## src/rtl/oc8051_ifetch_buf_pkg.sv

```systemverilog
// Shared types and sizing for the oc8051 instruction fetch buffer.
package oc8051_ifetch_buf_pkg;

  // Default geometry: 64 x 32-bit words, 4-word lines, 16 lines.
  localparam int IFB_ADR_WIDTH  = 6;
  localparam int IFB_LINE_WIDTH = 2;

  // Controller states: IDLE does lookups, FILL streams a line in from the bus.
  typedef enum logic {
    IFB_IDLE = 1'b0,
    IFB_FILL = 1'b1
  } ifb_state_e;

endpackage

```

## src/rtl/oc8051_ifb_ram.sv

```systemverilog
// Data array of the fetch buffer: one write port, one synchronous read port.
// The read register is the CPU-facing instruction output and keeps its value
// until the next read.
module oc8051_ifb_ram #(
  parameter int ADR_WIDTH = 6
) (
  input  logic                 clk,
  input  logic                 rst,
  input  logic                 we,
  input  logic [ADR_WIDTH-1:0] waddr,
  input  logic [31:0]          wdata,
  input  logic                 re,
  input  logic [ADR_WIDTH-1:0] raddr,
  output logic [31:0]          rdata
);

  logic [31:0] mem [2**ADR_WIDTH];

  // Line fill writes, one word per bus acknowledge.
  always_ff @(posedge clk) begin
    if (we) mem[waddr] <= wdata;
  end

  // Registered read, only updated on a hit so the output holds between acks.
  always_ff @(posedge clk or posedge rst) begin
    if (rst)     rdata <= '0;
    else if (re) rdata <= mem[raddr];
  end

endmodule

```

## src/rtl/oc8051_ifetch_buf.sv

```systemverilog
// Direct-mapped, read-only instruction cache between the 8051 fetch port and
// the Wishbone instruction bus.
//
// Handshakes:
//   CPU side : a request is stb_i & cyc_i while ack_o is low; the CPU holds
//              stb_i and adr_i until the single-cycle ack_o pulse, and dat_o
//              is valid from that pulse until the next one.
//   Bus side : stb_o = cyc_o stays high for the whole line fill; a word is
//              accepted on a cycle with ack_i high and err_i low, otherwise
//              the same address is presented again (err_i means retry).
module oc8051_ifetch_buf
  import oc8051_ifetch_buf_pkg::*;
#(
  parameter int ADR_WIDTH  = IFB_ADR_WIDTH,
  parameter int LINE_WIDTH = IFB_LINE_WIDTH
) (
  input  logic        clk,
  input  logic        rst,
  input  logic [15:0] adr_i,
  input  logic        stb_i,
  input  logic        cyc_i,
  output logic [31:0] dat_o,
  output logic        ack_o,
  input  logic        inv_i,
  output logic [15:0] adr_o,
  input  logic [31:0] dat_i,
  output logic        stb_o,
  output logic        cyc_o,
  input  logic        ack_i,
  input  logic        err_i,
  output ifb_state_e  dbg_state
);

  localparam int IDX_WIDTH = ADR_WIDTH - LINE_WIDTH;
  localparam int BL_NUM    = (1 << IDX_WIDTH) - 1;
  localparam int TAG_WIDTH = 14 - ADR_WIDTH;
  localparam logic [LINE_WIDTH-1:0] CNT_ONE = 1;

  // Address split of the CPU request; byte offset bits are not used.
  logic [TAG_WIDTH-1:0]  req_tag;
  logic [IDX_WIDTH-1:0]  req_index;
  logic [ADR_WIDTH-1:0]  req_word_adr;
  logic [1:0]            unused_byte_sel;

  assign req_tag         = adr_i[15:ADR_WIDTH+2];
  assign req_index       = adr_i[ADR_WIDTH+1:LINE_WIDTH+2];
  assign req_word_adr    = adr_i[ADR_WIDTH+1:2];
  assign unused_byte_sel = adr_i[1:0];

  // Controller and directory state.
  ifb_state_e            state;
  logic [TAG_WIDTH-1:0]  fill_tag;
  logic [IDX_WIDTH-1:0]  fill_index;
  logic [LINE_WIDTH-1:0] cnt;
  logic                  fill_inv;
  logic [BL_NUM:0]       valid;
  logic [TAG_WIDTH-1:0]  tag_arr [BL_NUM+1];

  logic req;
  logic hit;
  logic lookup_hit;
  logic lookup_miss;
  logic fill_ack;
  logic fill_last;

  // An invalidate in the same cycle as a lookup forces a miss so a stale
  // line is never returned.
  assign req         = stb_i & cyc_i & ~ack_o;
  assign hit         = valid[req_index] & (tag_arr[req_index] == req_tag);
  assign lookup_hit  = (state == IFB_IDLE) & req & hit & ~inv_i;
  assign lookup_miss = (state == IFB_IDLE) & req & ~(hit & ~inv_i);
  assign fill_ack    = (state == IFB_FILL) & ack_i & ~err_i;
  assign fill_last   = (cnt == '1);

  assign cyc_o     = stb_o;
  assign dbg_state = state;

  // Lookup/fill controller with registered bus and CPU handshake outputs.
  always_ff @(posedge clk or posedge rst) begin
    if (rst) begin
      state      <= IFB_IDLE;
      fill_tag   <= '0;
      fill_index <= '0;
      cnt        <= '0;
      fill_inv   <= 1'b0;
      valid      <= '0;
      adr_o      <= '0;
      stb_o      <= 1'b0;
      ack_o      <= 1'b0;
    end else begin
      ack_o <= lookup_hit;
      if (inv_i) valid <= '0;
      case (state)
        IFB_IDLE: begin
          if (lookup_miss) begin
            state      <= IFB_FILL;
            fill_tag   <= req_tag;
            fill_index <= req_index;
            cnt        <= '0;
            fill_inv   <= 1'b0;
            adr_o      <= {req_tag, req_index, {LINE_WIDTH{1'b0}}, 2'b00};
            stb_o      <= 1'b1;
          end
        end
        IFB_FILL: begin
          // An invalidate seen at any point of the fill keeps the line invalid.
          if (inv_i) fill_inv <= 1'b1;
          if (fill_ack) begin
            cnt   <= cnt + CNT_ONE;
            adr_o <= adr_o + 16'd4;
            if (fill_last) begin
              state <= IFB_IDLE;
              stb_o <= 1'b0;
              cnt   <= '0;
              if (!fill_inv && !inv_i) valid[fill_index] <= 1'b1;
            end
          end
        end
        default: state <= IFB_IDLE;
      endcase
    end
  end

  // Tag directory, written when the last word of a line arrives.
  always_ff @(posedge clk) begin
    if (fill_ack && fill_last) tag_arr[fill_index] <= fill_tag;
  end

  oc8051_ifb_ram #(
    .ADR_WIDTH(ADR_WIDTH)
  ) u_ram (
    .clk   (clk),
    .rst   (rst),
    .we    (fill_ack),
    .waddr ({fill_index, cnt}),
    .wdata (dat_i),
    .re    (lookup_hit),
    .raddr (req_word_adr),
    .rdata (dat_o)
  );

endmodule
```

## config.mk

```make
export PLATFORM = sky130hd
export DESIGN_NAME = oc8051_ifetch_buf
export DESIGN_NICKNAME = d
export VERILOG_FILES = /design/src/rtl/oc8051_ifetch_buf_pkg.sv /design/src/rtl/oc8051_ifb_ram.sv /design/src/rtl/oc8051_ifetch_buf.sv
export SDC_FILE = /design/constraint.sdc
export NUM_CORES = 2
export LEC_CHECK = 0
export CELL_PAD_IN_SITES_DETAIL_PLACEMENT = 1
export CELL_PAD_IN_SITES_GLOBAL_PLACEMENT = 2
export CORE_MARGIN = 8
export CORE_UTILIZATION = 51
export DETAILED_ROUTE_END_ITERATION = 12
export PLACE_DENSITY = 0.76
export SLEW_MARGIN = 15
export SYNTH_ARGS = -nofsm -noshare
export SYNTH_HDL_FRONTEND = slang
export SYNTH_SLANG_ARGS = --single-unit
```

## constraint.sdc

```tcl
create_clock -name clk -period 4.13 [get_ports clk]
set_input_delay 0.826 -clock clk [delete_from_list [all_inputs] [get_ports clk]]
set_output_delay 0.826 -clock clk [all_outputs]
set_load 0.02 [all_outputs]
```

==> impl_metrics.env <==
export IMPL_ant_nets=0
export IMPL_fmax_ghz=0.304
export IMPL_worstSkewPairLatency_ns=0.86
export IMPL_syn2layout_area_growth_pct=15.0
export IMPL_coreArea_um2=169000
export IMPL_synthTopCellsByArea="edfxtp_1 76%, mux4_2 18%, dfrtp_1 2.3%"
export IMPL_crit_start="adr_i[4]"
export IMPL_start_kind="primary input"
export IMPL_cts_buffers_inserted=218
export IMPL_ys_warn_count=0
export IMPL_grt_pass1_wl_um=329000
export IMPL_cts_tree="built"
export IMPL_outcome="finished clean"
export IMPL_required_ns=4.84
export IMPL_synth_seq_cells=2256
export IMPL_cts_buffer_depth=3
export IMPL_fillers=13700
export IMPL_cts_root_buf="clkbuf_16"
export IMPL_synth_most_common_cell="edfxtp_1"
export IMPL_rsz0062_at_grt="false"
export IMPL_h_tree_depth=4
export IMPL_rows=151
export IMPL_fin_area_um2=99400
export IMPL_viasPerCell=6.54
export IMPL_synth_top_area_cell="edfxtp_1"
export IMPL_regArea_um2=67300
export IMPL_seq_area_frac_synth_pct=78.0
export IMPL_postSynthCellCount=3594
export IMPL_p_per_area_nw_per_um2=492
export IMPL_vdd_drop_max_mv=0.320
export IMPL_pin_count=107
export IMPL_fp_dieW_um=428
export IMPL_antenna_found_initial=10
export IMPL_fin_crit_sh_pct=79.7
export IMPL_grt_usage_pct=25.7
export IMPL_start_util_pct=51.1
export IMPL_critPathKind="in -> reg"
export IMPL_cts_setup_buffers=0
export IMPL_via_count=41600
export IMPL_dr_pass1_iters=5
export IMPL_tightest_slew_ns=1.19
export IMPL_drive_above_1_share_pct=33.5
export IMPL_synth_avg_cell_area_um2=24.0
export IMPL_setup_viol=0
export IMPL_async_flop_share_pct=3.55
export IMPL_drc=0
export IMPL_synth_ff_type="edfxtp_1"
export IMPL_tns_ns=0
export IMPL_drt_wirelength_per_cell_um=36.9
export IMPL_grt_max_degree=78
export IMPL_gp_congestion=0.761
export IMPL_synth_edff_count=2176
export IMPL_skew_ns=0.0307
export IMPL_synth_area_um2=86400
export IMPL_drtIter0Drc=5483
export IMPL_port_buffers=102
export IMPL_grt_ovfl_total=0
export IMPL_slew_viol_final=0
export IMPL_first_global_vias=42800
export IMPL_min_period_ns=3.29
export IMPL_yosysUniqueCellTypes=58
export IMPL_cap_viol_max_count=0
export IMPL_slew_headroom_pct=20.5
export IMPL_min_path_type="in -> async"
export IMPL_hold_buffers=0
export IMPL_synth_top_cell_area_share_pct=75.7
export IMPL_r2r_start="tag_arr[11][3]$_DFFE_PP_"
export IMPL_multi_input_area_um2=18600
export IMPL_place_area_um2=92400
export IMPL_die_y_um=428
export IMPL_clkTransAtPathRegs_ns=0.07
export IMPL_crit_fanout=19
export IMPL_dp_hpwl_um=131000
export IMPL_ys_top_cells_by_count="2176 x edfxtp_1, 692 x mux4_2, 140 x clkbuf_1"
export IMPL_dieArea_um2=183000
export IMPL_hold_violations=0
export IMPL_crit_arrival_ns=4.00
export IMPL_endpoint_kind="register"
export IMPL_finalWirelength_um=234000
export IMPL_clkSinkCount=2256
export IMPL_leakage_nw=31.4
export IMPL_post_cts_resized=0
export IMPL_nNetsFinal=4021
## final timing paths
path                                          endpoint  slack [ns]  cells after the start
hold / removal                    adr_o[3]$_DFFE_PP0P_        0.45                      2
max in group asynchronous      fill_tag[0]$_DFFE_PP0P_        2.86                      3
min in group clk            u_ram.mem[27][7]$_DFFE_PP_        0.47                      1
setup reg to reg           u_ram.rdata[31]$_DFFE_PP0P_        0.96                      8
hold reg to reg                     valid[1]$_DFF_PP0_        0.51                      2
setup / recovery           u_ram.rdata[31]$_DFFE_PP0P_        0.84                     10
## cells by family after synthesis
group,Yosys count,synth area share (%)
AOI/OAI and AO/OA,77,0.610
xor gates and xnor gates,11,0.112
adders and majority gates,2,0.0290
buffers and inverters,216,1.04
DFF,2256,78.0
muxes,747,18.7
other,1,0.00434
and+or+nand+nor,284,1.49
## power breakdown
group	switching (W)	internal (W)	total, W	leakage, nW
combinational	0.00215	0.00134	0.00349	7.37
sequential	0.000410	0.0257	0.0261	20.6
clock	0.00832	0.0110	0.0193	3.37
## state kept, by name, indices dropped and copies added, names as in the netlist
name         count
ack_o            1
fill_tag         8
tag_arr        128
dbg_state        1
adr_o           14
cyc_o            1
cnt              2
u_ram.mem     2048
fill_index       4
fill_inv         1
valid           16
u_ram.rdata     32
## per-stage QoR
step	std cells	hold WS [ns]	setup slack, ns	total power [W]	util (%)
floorplan	3595	0.461	0.384	0.0283	-
CTS	6358	0.400	0.892	0.0493	58.8
global route	6359	0.437	0.733	0.0501	58.8
detailed placement	5961	0.498	0.0193	0.0301	54.7
finish	6362	0.449	0.838	0.0489	58.8
global placement	5961	0.475	0.0364	0.0300	54.7
## layout make-up
type                       count  share of cell area (%)
inverter                      21                  0.0894
clock inverter               115                   0.973
sequential                  2256                    67.8
multi-input combinational   1123                    18.7
clock buffer                 282                    5.96
timing repair buffer         344                    3.67
tap                         2218                    2.79
antenna                        3                 0.00756
## cell usage in the layout (no fill, tap or decap), types with 8 or more instances in the layout
master / instances
edfxtp_1: 2176
mux4_2: 692
clkbuf_16: 223
buf_4: 167
nand2_1: 95
dfrtp_1: 80
buf_12: 77
nor2_4: 64
clkdlybuf4s50_1: 64
clkinv_1: 50
clkbuf_1: 47
nor2_1: 43
mux2_2: 35
clkinv_2: 35
buf_2: 32
and3_1: 22
nand3_1: 19
a31oi_1: 19
o21ai_0: 18
inv_1: 16
bufinv_16: 15
clkbuf_8: 12
mux2_1: 11
nor3_1: 11
mux2i_1: 9
o22ai_1: 8
## metal layers
metal	part of all wire (%)	track usage, %
met1	39	35.7
met2	50	42.9
met3	8.0	4.46
met4	2.4	6.67
met5	0.0055	0
## critical path, cell delays in order
cell      delay, ns
buf_2          0.32
buf_4          0.28
mux4_2         0.53
a22oi_1        0.32
a21o_1         0.18
nand3_1        0.08
a2111o_1       0.52
nor3_4         0.29
buf_12         0.23
mux2_1         0.38
Power figures use the tool's default switching activity.
